`config.mk`:
```
export PLATFORM = sky130hd
export DESIGN_NAME = sdc_blk_wr_dat
export DESIGN_NICKNAME = d
export VERILOG_FILES = /design/src/rtl/sdc_pkg.sv /design/src/rtl/sdc_crc16_serial.sv /design/src/rtl/sdc_blk_wr_dat.sv
export SDC_FILE = /design/constraint.sdc
export NUM_CORES = 1
export LEC_CHECK = 0
export CAP_MARGIN = 20
export CORE_ASPECT_RATIO = 0.8
export CORE_UTILIZATION = 51
export DETAILED_ROUTE_END_ITERATION = 12
export PLACE_DENSITY = 0.78
export SYNTH_ARGS = -nofsm -noshare
export SYNTH_HDL_FRONTEND = slang
export SYNTH_SLANG_ARGS = --single-unit
```
`constraint.sdc`:
```
create_clock -name clk -period 2 [get_ports clk]
set_clock_uncertainty 0.05 [all_clocks]
set_input_delay 0.4 -clock clk [delete_from_list [all_inputs] [get_ports clk]]
set_output_delay 0.4 -clock clk [all_outputs]
set_load 0.005 [all_outputs]
```
`src/rtl/sdc_pkg.sv`:
```
// Shared types and constants for the SD card controller data paths.
// The serial CRC16 step is kept here so the read and write paths use one definition.
package sdc_pkg;

  typedef enum logic [3:0] {
    S_IDLE,
    S_FETCH,
    S_START,
    S_DATA,
    S_CRC,
    S_END,
    S_WAIT_RESP,
    S_RESP,
    S_BUSY,
    S_FIN
  } sdc_wr_state_e;

  localparam logic [15:0] CRC16_POLY    = 16'h1021;
  localparam logic [2:0]  TOKEN_OK      = 3'b010;
  localparam logic [2:0]  TOKEN_CRC_ERR = 3'b101;
  localparam logic [2:0]  TOKEN_WR_ERR  = 3'b110;
  localparam int unsigned BLK_BITS      = 4096;

  // One bit of CCITT CRC16 (x^16+x^12+x^5+1), MSB-first serial form.
  function automatic logic [15:0] crc16_step(input logic [15:0] crc, input logic bit_in);
    logic fb;
    fb = crc[15] ^ bit_in;
    return {crc[14:0], 1'b0} ^ (fb ? CRC16_POLY : 16'h0000);
  endfunction

endpackage

```
`src/rtl/sdc_crc16_serial.sv`:
```
// Bit-serial CRC16 accumulator for the SD DAT lines.
// clr has priority over en; the value holds when en is low.
module sdc_crc16_serial
  import sdc_pkg::*;
(
  input  logic        clk,
  input  logic        clr,
  input  logic        en,
  input  logic        bit_in,
  output logic [15:0] crc
);

  always_ff @(posedge clk) begin
    if (clr) begin
      crc <= '0;
    end else if (en) begin
      crc <= crc16_step(crc, bit_in);
    end
  end

endmodule

```
`src/rtl/sdc_blk_wr_dat.sv`:
```
// SD write data path: serializes one block from block RAM onto DAT0 (1-bit mode),
// then captures the card's CRC status token and waits out card busy.
module sdc_blk_wr_dat
  import sdc_pkg::*;
#(
  parameter int unsigned BLK_WORDS    = 64,
  parameter int unsigned ADDR_W       = 11,
  parameter int unsigned TIMEOUT_CLKS = 65535
) (
  input  logic              clk,
  input  logic              reset,
  input  logic              start,
  input  logic [ADDR_W-1:0] blk_base_addr,
  output logic [ADDR_W-1:0] bram_addr,
  input  logic [63:0]       bram_rd_data,
  input  logic              sd_clk_en,
  output logic              dat_out,
  output logic              dat_oe,
  input  logic              dat_in,
  output logic              busy,
  output logic              done,
  output logic [2:0]        crc_status,
  output logic              crc_ok,
  output logic              timeout
);

  localparam int unsigned TOTAL_BITS = BLK_WORDS * 64;
  localparam int unsigned CNT_W      = $clog2(TOTAL_BITS);
  localparam int unsigned TO_W       = $clog2(TIMEOUT_CLKS + 1);

  sdc_wr_state_e state_q, state_d;

  logic [63:0]       shift_q;
  logic [63:0]       hold_q;
  logic [1:0]        fetch_cnt;
  logic              refill_d1;
  logic              refill_d2;
  logic [CNT_W-1:0]  cnt_q;
  logic [TO_W-1:0]   to_cnt;
  logic [15:0]       crc;
  logic              crc_clr;
  logic              crc_en;
  logic              to_last;
  logic              word_end;
  logic              reload;
  logic              prefetch;

  assign to_last  = (to_cnt == TO_W'(TIMEOUT_CLKS - 1));
  assign word_end = (cnt_q[5:0] == 6'd63);
  // Final word is already in the shifter, and the holding register already has it
  // one word earlier, so reload/prefetch stop short of the block end.
  assign reload   = word_end && (cnt_q < CNT_W'(TOTAL_BITS - 64));
  assign prefetch = word_end && (cnt_q < CNT_W'(TOTAL_BITS - 128));

  assign crc_clr = reset || ((state_q == S_START) && sd_clk_en);
  assign crc_en  = (state_q == S_DATA) && sd_clk_en;

  sdc_crc16_serial u_crc (
    .clk    (clk),
    .clr    (crc_clr),
    .en     (crc_en),
    .bit_in (shift_q[63]),
    .crc    (crc)
  );

  always_comb begin
    state_d = state_q;
    case (state_q)
      S_IDLE:      if (start) state_d = S_FETCH;
      S_FETCH:     if (fetch_cnt == 2'd2) state_d = S_START;
      S_START:     if (sd_clk_en) state_d = S_DATA;
      S_DATA:      if (sd_clk_en && (cnt_q == CNT_W'(TOTAL_BITS - 1))) state_d = S_CRC;
      S_CRC:       if (sd_clk_en && (cnt_q == CNT_W'(15))) state_d = S_END;
      S_END:       if (sd_clk_en && (cnt_q == CNT_W'(1))) state_d = S_WAIT_RESP;
      S_WAIT_RESP: if (sd_clk_en) begin
                     if (!dat_in)      state_d = S_RESP;
                     else if (to_last) state_d = S_FIN;
                   end
      S_RESP:      if (sd_clk_en && (cnt_q == CNT_W'(3))) state_d = S_BUSY;
      S_BUSY:      if (sd_clk_en && (dat_in || to_last)) state_d = S_FIN;
      S_FIN:       state_d = S_IDLE;
      default:     state_d = S_IDLE;
    endcase
  end

  always_ff @(posedge clk) begin
    if (reset) begin
      state_q    <= S_IDLE;
      bram_addr  <= '0;
      dat_out    <= 1'b1;
      dat_oe     <= 1'b0;
      busy       <= 1'b0;
      done       <= 1'b0;
      crc_status <= '0;
      crc_ok     <= 1'b0;
      timeout    <= 1'b0;
      shift_q    <= '0;
      hold_q     <= '0;
      fetch_cnt  <= '0;
      refill_d1  <= 1'b0;
      refill_d2  <= 1'b0;
      cnt_q      <= '0;
      to_cnt     <= '0;
    end else begin
      state_q   <= state_d;
      done      <= 1'b0;
      refill_d1 <= 1'b0;
      refill_d2 <= refill_d1;
      // RAM data for a newly issued address is registered two clocks later.
      if (refill_d2) hold_q <= bram_rd_data;

      case (state_q)
        S_IDLE: begin
          if (start) begin
            bram_addr  <= blk_base_addr;
            busy       <= 1'b1;
            crc_status <= '0;
            crc_ok     <= 1'b0;
            timeout    <= 1'b0;
            fetch_cnt  <= '0;
          end
        end
        S_FETCH: begin
          fetch_cnt <= fetch_cnt + 2'd1;
          case (fetch_cnt)
            2'd0:    bram_addr <= bram_addr + ADDR_W'(1);
            2'd1:    shift_q   <= bram_rd_data;
            2'd2:    hold_q    <= bram_rd_data;
            default: ;
          endcase
        end
        S_START: begin
          if (sd_clk_en) begin
            dat_oe  <= 1'b1;
            dat_out <= 1'b0;
            cnt_q   <= '0;
          end
        end
        S_DATA: begin
          if (sd_clk_en) begin
            dat_out <= shift_q[63];
            cnt_q   <= (cnt_q == CNT_W'(TOTAL_BITS - 1)) ? '0 : cnt_q + CNT_W'(1);
            if (reload) shift_q <= hold_q;
            else        shift_q <= {shift_q[62:0], 1'b0};
            if (prefetch) begin
              bram_addr <= bram_addr + ADDR_W'(1);
              refill_d1 <= 1'b1;
            end
          end
        end
        S_CRC: begin
          if (sd_clk_en) begin
            dat_out <= crc[4'd15 - cnt_q[3:0]];
            cnt_q   <= (cnt_q == CNT_W'(15)) ? '0 : cnt_q + CNT_W'(1);
          end
        end
        S_END: begin
          if (sd_clk_en) begin
            dat_out <= 1'b1;
            if (cnt_q == '0) begin
              cnt_q <= CNT_W'(1);
            end else begin
              dat_oe <= 1'b0;
              cnt_q  <= '0;
              to_cnt <= '0;
            end
          end
        end
        S_WAIT_RESP: begin
          if (sd_clk_en) begin
            if (!dat_in)      cnt_q   <= '0;
            else if (to_last) timeout <= 1'b1;
            else              to_cnt  <= to_cnt + TO_W'(1);
          end
        end
        S_RESP: begin
          if (sd_clk_en) begin
            if (cnt_q != CNT_W'(3)) begin
              crc_status <= {crc_status[1:0], dat_in};
              cnt_q      <= cnt_q + CNT_W'(1);
            end else begin
              cnt_q  <= '0;
              to_cnt <= '0;
            end
          end
        end
        S_BUSY: begin
          if (sd_clk_en && !dat_in) begin
            if (to_last) timeout <= 1'b1;
            else         to_cnt  <= to_cnt + TO_W'(1);
          end
        end
        S_FIN: begin
          done   <= 1'b1;
          busy   <= 1'b0;
          crc_ok <= (crc_status == TOKEN_OK);
        end
        default: ;
      endcase
    end
  end

endmodule

```
Word-level counts from Yosys, hierarchy flattened
Cells that the tools add are included. Widths: inputs -> output; s select.

Logic and storage cells: 182. Register bits: 200. Bits of input ports: 80.

Reduce and logical (&&, ||, !) cells: 38. $lt $le $gt $ge: 3. $add $sub $neg: 5. Multiplexer cells: 73. Bitwise gates (word level): 4. Equal/unequal tests: 42.

Operator list (number): $mux 64 (6); $mux 16 (8); $pmux 64 s2 (1); $mux 12 (10); $pmux 12 s6 (1); $pmux 16 s4 (1); $mux 11 (4); $mux 4 (11); $ne 2x2->1 const B (19); $pmux 4 s9 (1); $pmux 11 s3 (1); $lt 12x12->1 const B (2); $add 16x1->16 const B (1); $eq 16x16->1 const B (1); $eq 4x3->1 const B (4); $mux 1 (16); $reduce_and 8->1 (2); $xor 16x16->16 (1); $reduce_and 5->1 (3); $mux 13 (1); $add 12x1->12 const B (1); $eq 12x1->1 const B (1); $eq 12x12->1 const B (1); $eq 12x2->1 const B (1); 40 further kinds (67).

Longest topological paths before layout
Depth in word-level cells: 5. Gate-level depth with buffers: 10. Mapped depth without buffers: 8.

Cells and area by module
Synthesis repeated with hierarchy kept, for this count alone.

Cells, all modules: 1187. Area total of the unflattened synthesis: 9461.6 µm².

Modules (own cells, without submodules): sdc_blk_wr_dat (seq. area each 3683.5 µm², cells an instance 1130, instances 1, area an instance 8846.0 µm²); sdc_crc16_serial (seq. area each 320.3 µm², cells an instance 57, instances 1, area an instance 615.6 µm²).

Worst setup path before layout
Ideal clock, no wire load.

Kind: flip-flop to flip-flop. Start point: register cnt_q[0]. End point: register to_cnt[4]. Setup slack: -0.217 ns. Library setup time: 0.070 ns. Buffers on the path: 1. Data arrival time: 2.097 ns. Stages on the path, launching flop included: 10. Clock period less this slack: 2.217 ns. Data required time: 1.880 ns. Path through: dfxtp_1 clkbuf_1 inv_1 ha_1 nor3b_1 nand4_1 o21ai_0 nand4b_2 or3_1 a21oi_1.

Word-level cells in the longest chain between the ends: 3. Elaborated cells between the ends (all ways): 5.

RTL lines: start, declared (RTL line sdc_blk_wr_dat.sv:38) `logic [CNT_W-1:0] cnt_q;`; start signal, assigned (RTL line sdc_blk_wr_dat.sv:142) `cnt_q <= (cnt_q == CNT_W'(TOTAL_BITS - 1)) ? '0 : cnt_q + CNT_W'(1);`; start signal, assigned (RTL line sdc_blk_wr_dat.sv:154) `cnt_q <= (cnt_q == CNT_W'(15)) ? '0 : cnt_q + CNT_W'(1);`; start signal, assigned (RTL line sdc_blk_wr_dat.sv:180) `cnt_q <= cnt_q + CNT_W'(1);`; $ne 12x2->1 / $logic_not 12->1 (equally long branches) (RTL line sdc_blk_wr_dat.sv:178, sdc_blk_wr_dat.sv:160); $ne 2x2->1 (no line); $reduce_and 8->1 (no line) (*); end signal, assigned (RTL line sdc_blk_wr_dat.sv:173) `else to_cnt <= to_cnt + TO_W'(1);`; end signal, assigned (RTL line sdc_blk_wr_dat.sv:190) `else to_cnt <= to_cnt + TO_W'(1);`; end, declared (RTL line sdc_blk_wr_dat.sv:39) `logic [TO_W-1:0] to_cnt;`.

Every way passes the cells marked *; elsewhere a longest branch is shown, timed or not. A chain may end at the register's enable or synchronous reset.

Worst setup path after layout
Start point: register cnt_q[0]. End point: register shift_q[48].

Word-level cells in the longest chain between the ends: 5. Elaborated cells between the ends (all ways): 6.

RTL lines: $lt 12x12->1 / $eq 6x6->1 (equally long branches) (RTL line sdc_blk_wr_dat.sv:52, sdc_blk_wr_dat.sv:49); $logic_and 1x1->1 (*) (RTL line sdc_blk_wr_dat.sv:52) `assign reload = word_end && (cnt_q < CNT_W'(TOTAL_BITS - 64));`; $mux 64 (*) (RTL line sdc_blk_wr_dat.sv:143) `if (reload) shift_q <= hold_q;`; $mux 64 (*) (RTL line sdc_blk_wr_dat.sv:140) `if (sd_clk_en) begin`; $pmux 64 s2 (*) (RTL line sdc_blk_wr_dat.sv:112) `case (state_q)`; end signal, assigned (RTL line sdc_blk_wr_dat.sv:127) `2'd1: shift_q <= bram_rd_data;`; end signal, assigned (RTL line sdc_blk_wr_dat.sv:143); end signal, assigned (RTL line sdc_blk_wr_dat.sv:144) `else shift_q <= {shift_q[62:0], 1'b0};`; end, declared (RTL line sdc_blk_wr_dat.sv:33) `logic [63:0] shift_q;`.

Every way passes the cells marked *; elsewhere a longest branch is shown, timed or not. The select of a mux whose other input is x is not followed.

==> metrics.txt <==
outcome finished with violations; Die H about 120 um; gr busiest metal met2; layout cells sized above 1 0.202; largest net degree at the start of global routing 66; WP data arrival 2.36 ns; gp weighted congestion 0.941; total CTS buffers 17; Iteration-0 DRC Markers between 800 and 900; Avg Vias per Cell between 5 and 6; Die Wd 153 um; Final Hold Vio Count 0; via count 8,977; Hold Startpoint reset; Layout fillers 1,232; CP startpoint cnt_q[0]$_SDFFE_PP0P_; final worst path period share 1.04; violated checks negative setup slack; top-area cell type share of the netlist area 0.428; final setup margin -0.0799 ns; Worst setup endpoint shift_q[48]$_SDFFE_PP0P_; Die Footprint approximately 0.019 mm2; initial antenna violation count 2; met3 GRT Util 0.0442; Reg2Reg Capture Point shift_q[48]$_SDFFE_PP0P_; ranking of synthesized cells by area dfxtp_1 (43%), nand2_1 (11%), mux2i_1 (7.7%), a22o_1 (6.0%), a21oi_1 (5.8%); Startpoint Class flip-flop; fmax 481 MHz; Pwr Total 10.6 mW; Post-Synthesis Cell Area 0.00936 mm2; Final Slew Violations 0; TritonCTS Sinks 200; I/O pin cnt 100; CTS tree yes; core area 0.0176 mm2; first drt pass iteration count 8; syn_area_per_cell 8.35 um2; Setup Crit Path Kind flip-flop to flip-flop; DP Wirelength 15,700 um; clk root buf clkbuf_16; Clock Latency Late Sink approximately 0.44 ns; Final Util 0.727; Period minus WS final between 2 and 2.5 ns; fin nets 1,391; Overflow after GRT 0; gr usage total 0.262; yosys warns 0; Worst Tran Pin Value 0.490 ns; port bufs 99; Critical Path End Type flip-flop; unrepaired setup endpoints after global routing true; Reg area 0.00403 mm2; met1 track demand over resource 0.367; first-pass GRT wire length 39,900 um; slew margin rel. 0.671; R2R Path Start cnt_q[0]$_SDFFE_PP0P_; Max Cap Viol 0; Unique masters post-synth 62; reg2reg path depth 10; placed cell area around 0.011 mm2; Synth async-reset ratio 0; LEAKAGE approximately 4.7 nW; Synth Instances 1,122; main flop type after synthesis dfxtp_1; largest area contributor in the netlist dfxtp_1; GR Util met2 0.414; syn nets roughly 1,200; worst-path maximum fanout 5; flop-to-flop setup slack -0.08 ns; hold crit path type input port to flip-flop; cell area power density 826 mW/mm2; Starting Density 0.531; Max VDD drop 0.000693 V; Total Wirelength 26,300 um; final number of setup-violating endpoints 29; Critical Path RT 2.28 ns; area delta synth->final 37.1%; Cell Rows 43; htree depth 4; # DRC 0; post-route ant nets 0; post-synthesis sequential area ratio 0.428; Post-synth EDFFs 0; Max Root-Sink Buffers 2; worst hold margin 0.281 ns; number of global-route vias before repair 8,141; Yosys reg bits 200; Final Cell Area 0.0128 mm2; Reg clk slew, reported paths 0.08 ns; wire per inst 17.0 um; Multi-input gate area 0.00532 mm2; CTS Hold Bufs 0
worst min path at each step:
| stage | depth (start not counted) | endpoint | slack, ns |
|---|---|---|---|
| floorplan | 1 | refill_d2$_SDFF_PP0_ | 0.36 |
| global placement | 1 | refill_d2$_SDFF_PP0_ | 0.37 |
| detailed placement | 1 | refill_d2$_SDFF_PP0_ | 0.39 |
| CTS | 2 | crc_ok$_SDFFE_PP0P_ | 0.25 |
| global route | 2 | crc_status[1]$_SDFFE_PP0P_ | 0.28 |
| finish | 2 | crc_ok$_SDFFE_PP0P_ | 0.28 |
placed cells by master, fill, tap and decap left out, types with 5 or more instances in the layout:
cell	netlist	final
nand2_1	267	264
dfxtp_1	200	187
a21oi_1	108	103
clkdlybuf4s50_1	0	98
buf_4	8	95
a22o_1	64	64
mux2i_1	72	63
o21ai_1	1	57
nor2_1	48	45
clkbuf_16	0	25
buf_12	0	25
o21ai_0	84	23
nand3_1	22	19
buf_6	0	14
nand4_1	12	12
or3_1	12	11
inv_1	11	10
xor2_1	10	10
a22oi_1	10	9
dfxtp_2	0	8
mux2i_2	0	7
and3_1	8	7
a211oi_1	6	6
ha_1	9	6
nor2b_1	7	5
o21ai_2	0	5
and2_1	5	5
mux4_2	5	5
inv_6	0	5
dfxtp_4	0	5
registers in the layout (all words and copies together), names as in the netlist:
register    count
bram_addr      11
busy            1
cnt_q          12
crc_ok          1
crc_status      3
dat_oe          1
dat_out         1
done            1
fetch_cnt       2
hold_q         64
refill_d1       1
refill_d2       1
shift_q        64
state_q         4
timeout         1
to_cnt         16
u_crc.crc      16
cells in the mapped netlist, types with 5 or more instances:
master / count
nand4_1: 12
a211oi_1: 6
ha_1: 9
nor2b_1: 7
nand3_1: 22
or3_1: 12
o31ai_1: 6
a311oi_1: 5
o21ai_0: 84
mux4_2: 5
nor3_1: 7
and3_1: 8
nor2_1: 48
a21oi_1: 108
inv_1: 11
clkbuf_1: 55
dfxtp_1: 200
a22o_1: 64
buf_1: 5
buf_2: 12
mux2i_1: 72
and2_1: 5
xor2_1: 10
nand2_1: 267
a22oi_1: 10
buf_4: 8
layout make-up:
cell class | count | share of cell area
Antenna cell | 2 | 0.000390
Clock buffer | 17 | 0.0331
Clock inverter | 15 | 0.0137
Inverter | 11 | 0.00322
Multi-Input combinational cell | 832 | 0.415
Sequential cell | 200 | 0.314
Tap cell | 225 | 0.0219
Timing Repair Buffer | 240 | 0.199
worst max-delay path, stage by stage, from the launching register on:
cell and delay (ns):
dfxtp_4 0.38, ha_4 0.14, nand2_2 0.06, or2_4 0.25
nor2b_4 0.18, buf_12 0.16, buf_12 0.10, clkbuf_16 0.14
mux2i_2 0.23, o21ai_1 0.10, a22o_1 0.17
stage by stage:
step	TNS [ns]	std cells	setup slack, ns
after floorplan	0	1122	0.00500
after global placement	-25.49	1473	-0.411
after detailed placement	-29.12	1473	-0.490
after CTS	-0.179	1519	-0.0513
after global routing	-5.25	1541	-0.167
final	-0.752	1542	-0.0799
metal layers:
layer  share of wire  up-vias
li1                -     4345
met1            0.46     4270
met2            0.47      325
met3           0.064       35
met4           0.013        2
met5         0.00065        -
cell families (layout without fill, tap and decap cells):
family | count (synthesis) | after routing | share of synthesized area
AOI/OAI and AO/OA | 312 | 312 | 0.213
xor gates and xnor gates | 13 | 13 | 0.0122
other | 0 | 2 | 0
buffers and inverters | 91 | 283 | 0.0413
DFF | 200 | 200 | 0.428
adders and majority gates | 9 | 9 | 0.0120
muxes | 77 | 77 | 0.0890
and+or+nand+nor | 420 | 421 | 0.205
what timing repair did:
action | CTS | global route
endpoints found under the setup margin | 91 | 171
buffers inserted | 11 | 16
pin swaps | 21 | 40
endpoints found under the hold margin | 0 | 0
cloned | 3 | 8
resized for setup | 31 | 133
power by group:
part | internal (mW) | switching [mW]
Clock | 1.80 | 1.73
Combinational | 1.32 | 1.26
Sequential | 4.24 | 0.250
Total | 7.36 | 3.24
(Power assumes the default switching activity.)
